--- config.mk ---
export PLATFORM = sky130hd
export DESIGN_NAME = ps2_host_cmd_flat
export DESIGN_NICKNAME = d
export VERILOG_FILES = /design/src/rtl/ps2_host_cmd_if.sv /design/src/rtl/ps2_host_cmd.sv /design/src/flat_wrapper.sv
export SDC_FILE = /design/constraint.sdc
export NUM_CORES = 1
export LEC_CHECK = 0
export CORE_MARGIN = 2
export CORE_UTILIZATION = 59
export CTS_CLUSTER_DIAMETER = 150
export DETAILED_ROUTE_END_ITERATION = 7
export GPL_ROUTABILITY_DRIVEN = 0
export HOLD_SLACK_MARGIN = 0.02
export MAX_ROUTING_LAYER = met4
export PLACE_DENSITY = 0.84
export SYNTH_ARGS = -nofsm -noshare
export SYNTH_HDL_FRONTEND = slang
export SYNTH_SLANG_ARGS = --single-unit
--- constraint.sdc ---
create_clock -name clk -period 2.85 [get_ports clk]
set_input_delay 0.57 -clock clk [delete_from_list [all_inputs] [get_ports clk]]
set_output_delay 0.57 -clock clk [all_outputs]
set_load 0.05 [all_outputs]
--- src/rtl/ps2_host_cmd_if.sv ---
// Command, receive and PS/2 line signals shared between the host sequencer and its user.
interface ps2_host_cmd_if;
  logic       cmd_valid;
  logic [7:0] cmd_byte;
  logic       cmd_has_arg;
  logic [7:0] cmd_arg;
  logic       cmd_ready;
  logic       ps2clk;
  logic       ps2data;
  logic       ps2clk_drv_low;
  logic       ps2data_drv_low;
  logic [7:0] rx_byte;
  logic       rx_valid;
  logic       busy;
  logic       done;
  logic       err;
  logic [1:0] err_code;

  modport master (
    output cmd_valid, cmd_byte, cmd_has_arg, cmd_arg, ps2clk, ps2data, rx_byte, rx_valid,
    input  cmd_ready, ps2clk_drv_low, ps2data_drv_low, busy, done, err, err_code
  );

  modport slave (
    input  cmd_valid, cmd_byte, cmd_has_arg, cmd_arg, ps2clk, ps2data, rx_byte, rx_valid,
    output cmd_ready, ps2clk_drv_low, ps2data_drv_low, busy, done, err, err_code
  );
endinterface

--- src/rtl/ps2_host_cmd.sv ---
// PS/2 host-to-device command sequencer: inhibit, request-to-send, frame transmit,
// response wait, with resend on 0xFE / missing line-ack and a per-phase timeout.
module ps2_host_cmd #(
  parameter int unsigned INHIBIT_CYC = 5000,
  parameter int unsigned TIMEOUT_CYC = 1000000,
  parameter int unsigned MAX_RETRY   = 3
) (
  input logic           clk,
  input logic           reset,
  ps2_host_cmd_if.slave bus
);

  localparam int unsigned CntMax = (INHIBIT_CYC > TIMEOUT_CYC) ? INHIBIT_CYC : TIMEOUT_CYC;
  localparam int unsigned CntW   = $clog2(CntMax + 1);
  // One spare code so the width stays non-zero and MAX_RETRY itself is representable.
  localparam int unsigned RetryW = $clog2(MAX_RETRY + 2);

  typedef enum logic [2:0] {StIdle, StInhibit, StRts, StSend, StWaitResp} state_e;

  state_e            state_q, state_d;
  logic [CntW-1:0]   cnt_q, cnt_d;
  logic [3:0]        bitcnt_q, bitcnt_d;
  logic [7:0]        cur_q, cur_d;
  logic [7:0]        arg_q, arg_d;
  logic              has_arg_q, has_arg_d;
  logic              phase_q, phase_d;  // 0: command byte in flight, 1: argument byte
  logic [RetryW-1:0] retry_q, retry_d;
  logic              done_q, done_d;
  logic              err_q, err_d;
  logic [1:0]        err_code_q, err_code_d;
  logic [7:0]        samples_q;
  logic              fall, inhibit_end, timeout;
  logic              resend, fail;
  logic [1:0]        fail_code;

  assign fall        = (samples_q == 8'hF0);
  assign inhibit_end = (cnt_q == CntW'(INHIBIT_CYC - 1));
  // >= so an edge landing on the limit cycle cannot push the counter past it.
  assign timeout     = (cnt_q >= CntW'(TIMEOUT_CYC - 1));

  assign bus.done     = done_q;
  assign bus.err      = err_q;
  assign bus.err_code = err_code_q;

  // Clock-line history for falling-edge detection (4 high then 4 low samples).
  always_ff @(posedge clk or negedge reset) begin
    if (!reset) samples_q <= 8'h00;
    else        samples_q <= {samples_q[6:0], bus.ps2clk};
  end

  // State and datapath registers.
  always_ff @(posedge clk or negedge reset) begin
    if (!reset) begin
      state_q    <= StIdle;
      cnt_q      <= '0;
      bitcnt_q   <= 4'd0;
      cur_q      <= 8'h00;
      arg_q      <= 8'h00;
      has_arg_q  <= 1'b0;
      phase_q    <= 1'b0;
      retry_q    <= '0;
      done_q     <= 1'b0;
      err_q      <= 1'b0;
      err_code_q <= 2'd0;
    end else begin
      state_q    <= state_d;
      cnt_q      <= cnt_d;
      bitcnt_q   <= bitcnt_d;
      cur_q      <= cur_d;
      arg_q      <= arg_d;
      has_arg_q  <= has_arg_d;
      phase_q    <= phase_d;
      retry_q    <= retry_d;
      done_q     <= done_d;
      err_q      <= err_d;
      err_code_q <= err_code_d;
    end
  end

  // Next-state and datapath update.
  always_comb begin
    state_d    = state_q;
    cnt_d      = '0;
    bitcnt_d   = bitcnt_q;
    cur_d      = cur_q;
    arg_d      = arg_q;
    has_arg_d  = has_arg_q;
    phase_d    = phase_q;
    retry_d    = retry_q;
    done_d     = 1'b0;
    err_d      = 1'b0;
    err_code_d = err_code_q;
    resend     = 1'b0;
    fail       = 1'b0;
    fail_code  = 2'd0;
    unique case (state_q)
      StIdle: begin
        if (bus.cmd_valid) begin
          cur_d     = bus.cmd_byte;
          arg_d     = bus.cmd_arg;
          has_arg_d = bus.cmd_has_arg;
          phase_d   = 1'b0;
          retry_d   = '0;
          state_d   = StInhibit;
        end
      end
      StInhibit: begin
        if (inhibit_end) state_d = StRts;
        else             cnt_d   = cnt_q + 1'b1;
      end
      StRts: begin
        bitcnt_d = 4'd0;
        state_d  = StSend;
      end
      StSend: begin
        cnt_d = cnt_q + 1'b1;
        if (fall) begin
          if (bitcnt_q == 4'd10) begin
            // Eleventh edge: device pulls data low to acknowledge the frame.
            if (!bus.ps2data) begin
              state_d = StWaitResp;
              cnt_d   = '0;
            end else begin
              resend = 1'b1;
            end
          end else begin
            bitcnt_d = bitcnt_q + 4'd1;
          end
        end else if (timeout) begin
          fail      = 1'b1;
          fail_code = 2'd1;
        end
      end
      StWaitResp: begin
        cnt_d = cnt_q + 1'b1;
        if (bus.rx_valid) begin
          if (bus.rx_byte == 8'hFA) begin
            if (!phase_q && has_arg_q) begin
              cur_d   = arg_q;
              phase_d = 1'b1;
              retry_d = '0;
              cnt_d   = '0;
              state_d = StInhibit;
            end else begin
              done_d  = 1'b1;
              state_d = StIdle;
            end
          end else if (bus.rx_byte == 8'hFE) begin
            resend = 1'b1;
          end else begin
            fail      = 1'b1;
            fail_code = 2'd3;
          end
        end else if (timeout) begin
          fail      = 1'b1;
          fail_code = 2'd1;
        end
      end
      default: state_d = StIdle;
    endcase

    if (resend) begin
      if (retry_q < RetryW'(MAX_RETRY)) begin
        retry_d = retry_q + 1'b1;
        cnt_d   = '0;
        state_d = StInhibit;
      end else begin
        fail      = 1'b1;
        fail_code = 2'd2;
      end
    end

    if (fail) begin
      err_d      = 1'b1;
      err_code_d = fail_code;
      state_d    = StIdle;
    end
  end

  // Line drive and handshake outputs, decoded from the current state.
  always_comb begin
    bus.cmd_ready       = (state_q == StIdle);
    bus.busy            = (state_q != StIdle);
    bus.ps2clk_drv_low  = (state_q == StInhibit);
    bus.ps2data_drv_low = 1'b0;
    unique case (state_q)
      StRts: bus.ps2data_drv_low = 1'b1;
      StSend: begin
        if (bitcnt_q == 4'd0) begin
          bus.ps2data_drv_low = 1'b1;
        end else if (bitcnt_q <= 4'd8) begin
          // bitcnt 1..8 maps to cur[0..7]; 3-bit wrap turns 8 into index 7.
          bus.ps2data_drv_low = ~cur_q[bitcnt_q[2:0] - 3'd1];
        end else if (bitcnt_q == 4'd9) begin
          // Odd parity bit is ~^cur, so pulling low means ^cur.
          bus.ps2data_drv_low = ^cur_q;
        end
      end
      default: ;
    endcase
  end

endmodule

--- src/flat_wrapper.sv ---
// flat-port wrapper written by rule: the top's interface ports become plain ports
module ps2_host_cmd_flat 
#(
  parameter int unsigned INHIBIT_CYC = 5000,
  parameter int unsigned TIMEOUT_CYC = 1000000,
  parameter int unsigned MAX_RETRY   = 3
)
  (clk, reset, bus_cmd_valid, bus_cmd_byte, bus_cmd_has_arg, bus_cmd_arg, bus_ps2clk, bus_ps2data, bus_rx_byte, bus_rx_valid, bus_cmd_ready, bus_ps2clk_drv_low, bus_ps2data_drv_low, bus_busy, bus_done, bus_err, bus_err_code);
  ps2_host_cmd_if bus_i ();
  input logic clk;
  input logic reset;
  input wire logic [$bits(bus_i.cmd_valid)-1:0] bus_cmd_valid;
  input wire logic [$bits(bus_i.cmd_byte)-1:0] bus_cmd_byte;
  input wire logic [$bits(bus_i.cmd_has_arg)-1:0] bus_cmd_has_arg;
  input wire logic [$bits(bus_i.cmd_arg)-1:0] bus_cmd_arg;
  input wire logic [$bits(bus_i.ps2clk)-1:0] bus_ps2clk;
  input wire logic [$bits(bus_i.ps2data)-1:0] bus_ps2data;
  input wire logic [$bits(bus_i.rx_byte)-1:0] bus_rx_byte;
  input wire logic [$bits(bus_i.rx_valid)-1:0] bus_rx_valid;
  output wire logic [$bits(bus_i.cmd_ready)-1:0] bus_cmd_ready;
  output wire logic [$bits(bus_i.ps2clk_drv_low)-1:0] bus_ps2clk_drv_low;
  output wire logic [$bits(bus_i.ps2data_drv_low)-1:0] bus_ps2data_drv_low;
  output wire logic [$bits(bus_i.busy)-1:0] bus_busy;
  output wire logic [$bits(bus_i.done)-1:0] bus_done;
  output wire logic [$bits(bus_i.err)-1:0] bus_err;
  output wire logic [$bits(bus_i.err_code)-1:0] bus_err_code;
  assign bus_i.cmd_valid = bus_cmd_valid;
  assign bus_i.cmd_byte = bus_cmd_byte;
  assign bus_i.cmd_has_arg = bus_cmd_has_arg;
  assign bus_i.cmd_arg = bus_cmd_arg;
  assign bus_i.ps2clk = bus_ps2clk;
  assign bus_i.ps2data = bus_ps2data;
  assign bus_i.rx_byte = bus_rx_byte;
  assign bus_i.rx_valid = bus_rx_valid;
  assign bus_cmd_ready = bus_i.cmd_ready;
  assign bus_ps2clk_drv_low = bus_i.ps2clk_drv_low;
  assign bus_ps2data_drv_low = bus_i.ps2data_drv_low;
  assign bus_busy = bus_i.busy;
  assign bus_done = bus_i.done;
  assign bus_err = bus_i.err;
  assign bus_err_code = bus_i.err_code;
  ps2_host_cmd #(.INHIBIT_CYC(INHIBIT_CYC), .TIMEOUT_CYC(TIMEOUT_CYC), .MAX_RETRY(MAX_RETRY)) u_core (.clk(clk), .reset(reset), .bus(bus_i));
endmodule
==> results.md <==
- Status: finished clean
- DP Area: around 3500 um^2
- Latest clock arrival within the worst-skew pair: 0.35 ns
- Initial antenna violation count: 0
- Diodes inserted: 0
- Total grt overflow: 0
- All-layer global routing usage: 0.242
- Total power draw: approximately 2200 uW
- Data required, critical path: 2.28 ns
- Startpoint class of the critical path: register
- CTS H-tree depth: 3
- Via Count: between 2000 and 2500
- Cts bufs inserted: 9
- Endpoints failing setup: 0
- Fill cells: ~350
- Area contributors post-synth: dfrtp_1 49%, nor2_1 4.2%, xnor2_1 4.0%, xor2_1 3.7%, mux2_2 3.3%
- Async S/R FF share, synth: 1.00
- CTS max path bufs: 2
- Non-Filler Instances: roughly 410
- CP arrival: 2.24 ns
- Vias in the first global route: between 2000 and 2500
- Max Slew Vio Count: 0
- Die Wd: between 70 and 80 um
- Number of I/O pins: 39
- Mapped Nets: ~330
- Most frequent cells after synthesis: 60 x dfrtp_1, 34 x nor2_1, 19 x nand2_1, 17 x o21ai_0, 14 x xnor2_1
- Worst vdd ir: between 500 and 600 uV
- Clock Sinks: 60
- Layout net count: about 380
- Count leader, synth: dfrtp_1
- Post-Synthesis Cells: slightly below 300
- Ys flop type: dfrtp_1
- Largest net degree at the start of global routing: 25
- Final Util: 0.752
- Final Cell Area: 3790 um^2
- Total Wirelength: 6580 um
- Proportion of layout cells with a drive suffix above 1: 0.154
- Fmax: around 360 MHz
- Fin crit share: 0.987
- Synth Warn #: 0
- Biggest area consumer among synthesized cells: dfrtp_1
- Crit end category: primary output
- Rows: 26
- Reg2reg start: u_core.state_q[0]
- Worst Path Max Fanout: 3
- Max cap viols: 0
- Mapped Area: between 3000 and 4000 um^2
- Post-synth top area share: 0.491
- Wire length of the first global-routing pass: ~11000 um
- Drc violations: 0
- Worst Setup SP: u_core.bitcnt_q[1]
- Routed Antenna Nets: 0
- Static leakage: ~0.0017 uW
- Die span in y: 76.0 um
- Post-synth EDFFs: 0
- Hold Path Class: in -> async
- Die footprint: 5770 um^2
- Root buffer cell: clkbuf_8
- Drt wl/cell: between 15 and 20 um
- Hpwl dp: between 4000 and 5000 um
- # placed instances: a little under 400
- Port buffer count: 38
- Tmin final: around 2.8 ns
- Register area share after synthesis: 0.491
- Max-slew headroom: 0.462
- Worst-Margin Slew: 0.800 ns
- Crit Path Class: reg -> out
- Area growth from synthesis to layout: 24.1%
- DR vias/cell: between 5 and 6
- Flops & latches, synth: 60
- Hold-fix buffers, CTS: 0
- Average size of a mapped cell: around 11 um^2
- CTS tree: yes
- Clock slew at reported path FFs: ~0.070 ns
- Initial DRC Count: roughly 170
- Pre-antenna DRT Iters: 4
- Clk_skew: roughly 0.0074 ns
- Initial Utilization: 0.606
- Post-synthesis cell type count: between 40 and 50
- Final hold viol count: 0
- Pwr/cell area: ~570 nW/um^2
- Core box area: just over 5000 um^2
cell families (layout without fill, tap and decap cells):
group | count (synthesis) | count (layout) | synth area share
DFF | 60 | 60 | 0.491
AOI/OAI and AO/OA | 37 | 37 | 0.0753
muxes | 21 | 21 | 0.0806
xor gates and xnor gates | 27 | 27 | 0.0773
adders and majority gates | 6 | 6 | 0.0245
and+or+nand+nor | 116 | 116 | 0.216
buffers and inverters | 23 | 77 | 0.0356
state kept, by name (all words and copies together), names as in the netlist:
name and flops:
u_core.bus.done 1, u_core.cnt_q 20, u_core.state_q 3, u_core.has_arg_q 1
u_core.retry_q 3, u_core.bus.err_code 2, u_core.bus.err 1, u_core.arg_q 8
u_core.bitcnt_q 4, u_core.phase_q 1, u_core.cur_q 8, u_core.samples_q 8
power by group:
| part | leakage [uW] | switching (uW) | total (uW) | internal [uW] |
|---|---|---|---|---|
| Combinational | 0.000785 | 159 | 320 | 161 |
| Clock | 0.000105 | 341 | 855 | 513 |
| Sequential | 0.000781 | 63.5 | 976 | 913 |
| Total | 0.00167 | 563 | 2150 | 1590 |
per-layer routing:
layer  up-vias  share of wire  global-route usage  wire length [um]
li1       1114              -                   -                 -
met1      1160           0.42               0.298              2740
met2        64           0.52               0.387              3430
met3        12          0.045              0.0652               296
met4         0          0.016              0.0909               108
met5         -              0                   -                 0
layout by cell type (no fill, tap or decap), drive strengths merged, types with 9 or more instances in the layout:
| cell type | instances |
|---|---|
| inv | 12 |
| mux2 | 9 |
| nor3 | 10 |
| xnor2 | 14 |
| nand2 | 19 |
| nand3 | 12 |
| clkdlybuf4s50 | 36 |
| o21ai | 18 |
| nor2 | 34 |
| xor2 | 13 |
| mux2i | 10 |
| buf | 13 |
| clkbuf | 10 |
| dfrtp | 60 |
final cells by class:
type / count / area (um^2) / area share
flip-flops and latches: 60 / 1500 / 0.396
well taps: 70 / 87.6 / 0.0231
clock buffers: 10 / 138 / 0.0363
multi-input cells: 207 / 1470 / 0.386
repair buffers: 49 / 468 / 0.123
inverters: 12 / 45.0 / 0.0119
clock inverters: 6 / 87.6 / 0.0231
critical path: stages (launching register included):
cell      delay, ns
dfrtp_1        0.39
inv_1          0.12
ha_4           0.30
mux4_2         0.32
a211oi_1       0.24
o21ai_0        0.16
o21ai_1        0.20
buf_12         0.18
final timing paths:
path / cells past startpoint / slack [ns] / to
worst min-delay path: 1 / 0.20 / u_core.state_q[1]
worst min register to register: 0 / 0.40 / u_core.samples_q[5]
worst max register to register: 7 / 0.71 / u_core.cnt_q[3]
worst max-delay path: 7 / 0.04 / bus_ps2data_drv_low
max in group asynchronous: 2 / 1.97 / u_core.bitcnt_q[0]
min in group clk: 0 / 0.40 / u_core.samples_q[5]
per-stage QoR:
stage | TNS, ns | setup slack (ns) | hold slack (ns)
finish | 0 | 0.0367 | 0.198
global route | -0.0433 | -0.0433 | 0.226
CTS | 0 | 0.0548 | 0.202
detailed placement | 0 | 0.333 | 0.390
global placement | 0 | 0.369 | 0.380
floorplan | 0 | 0.0306 | 0.274
repair_timing:
| action | 4_1_cts | 5_1_grt |
|---|---|---|
| gates cloned | 0 | 0 |
| gates resized for setup | 1 | 2 |
| pin swaps | 0 | 0 |
| setup buffers | 0 | 4 |
| setup endpoints to repair | 1 | 1 |
Power figures use the tool's default switching activity.
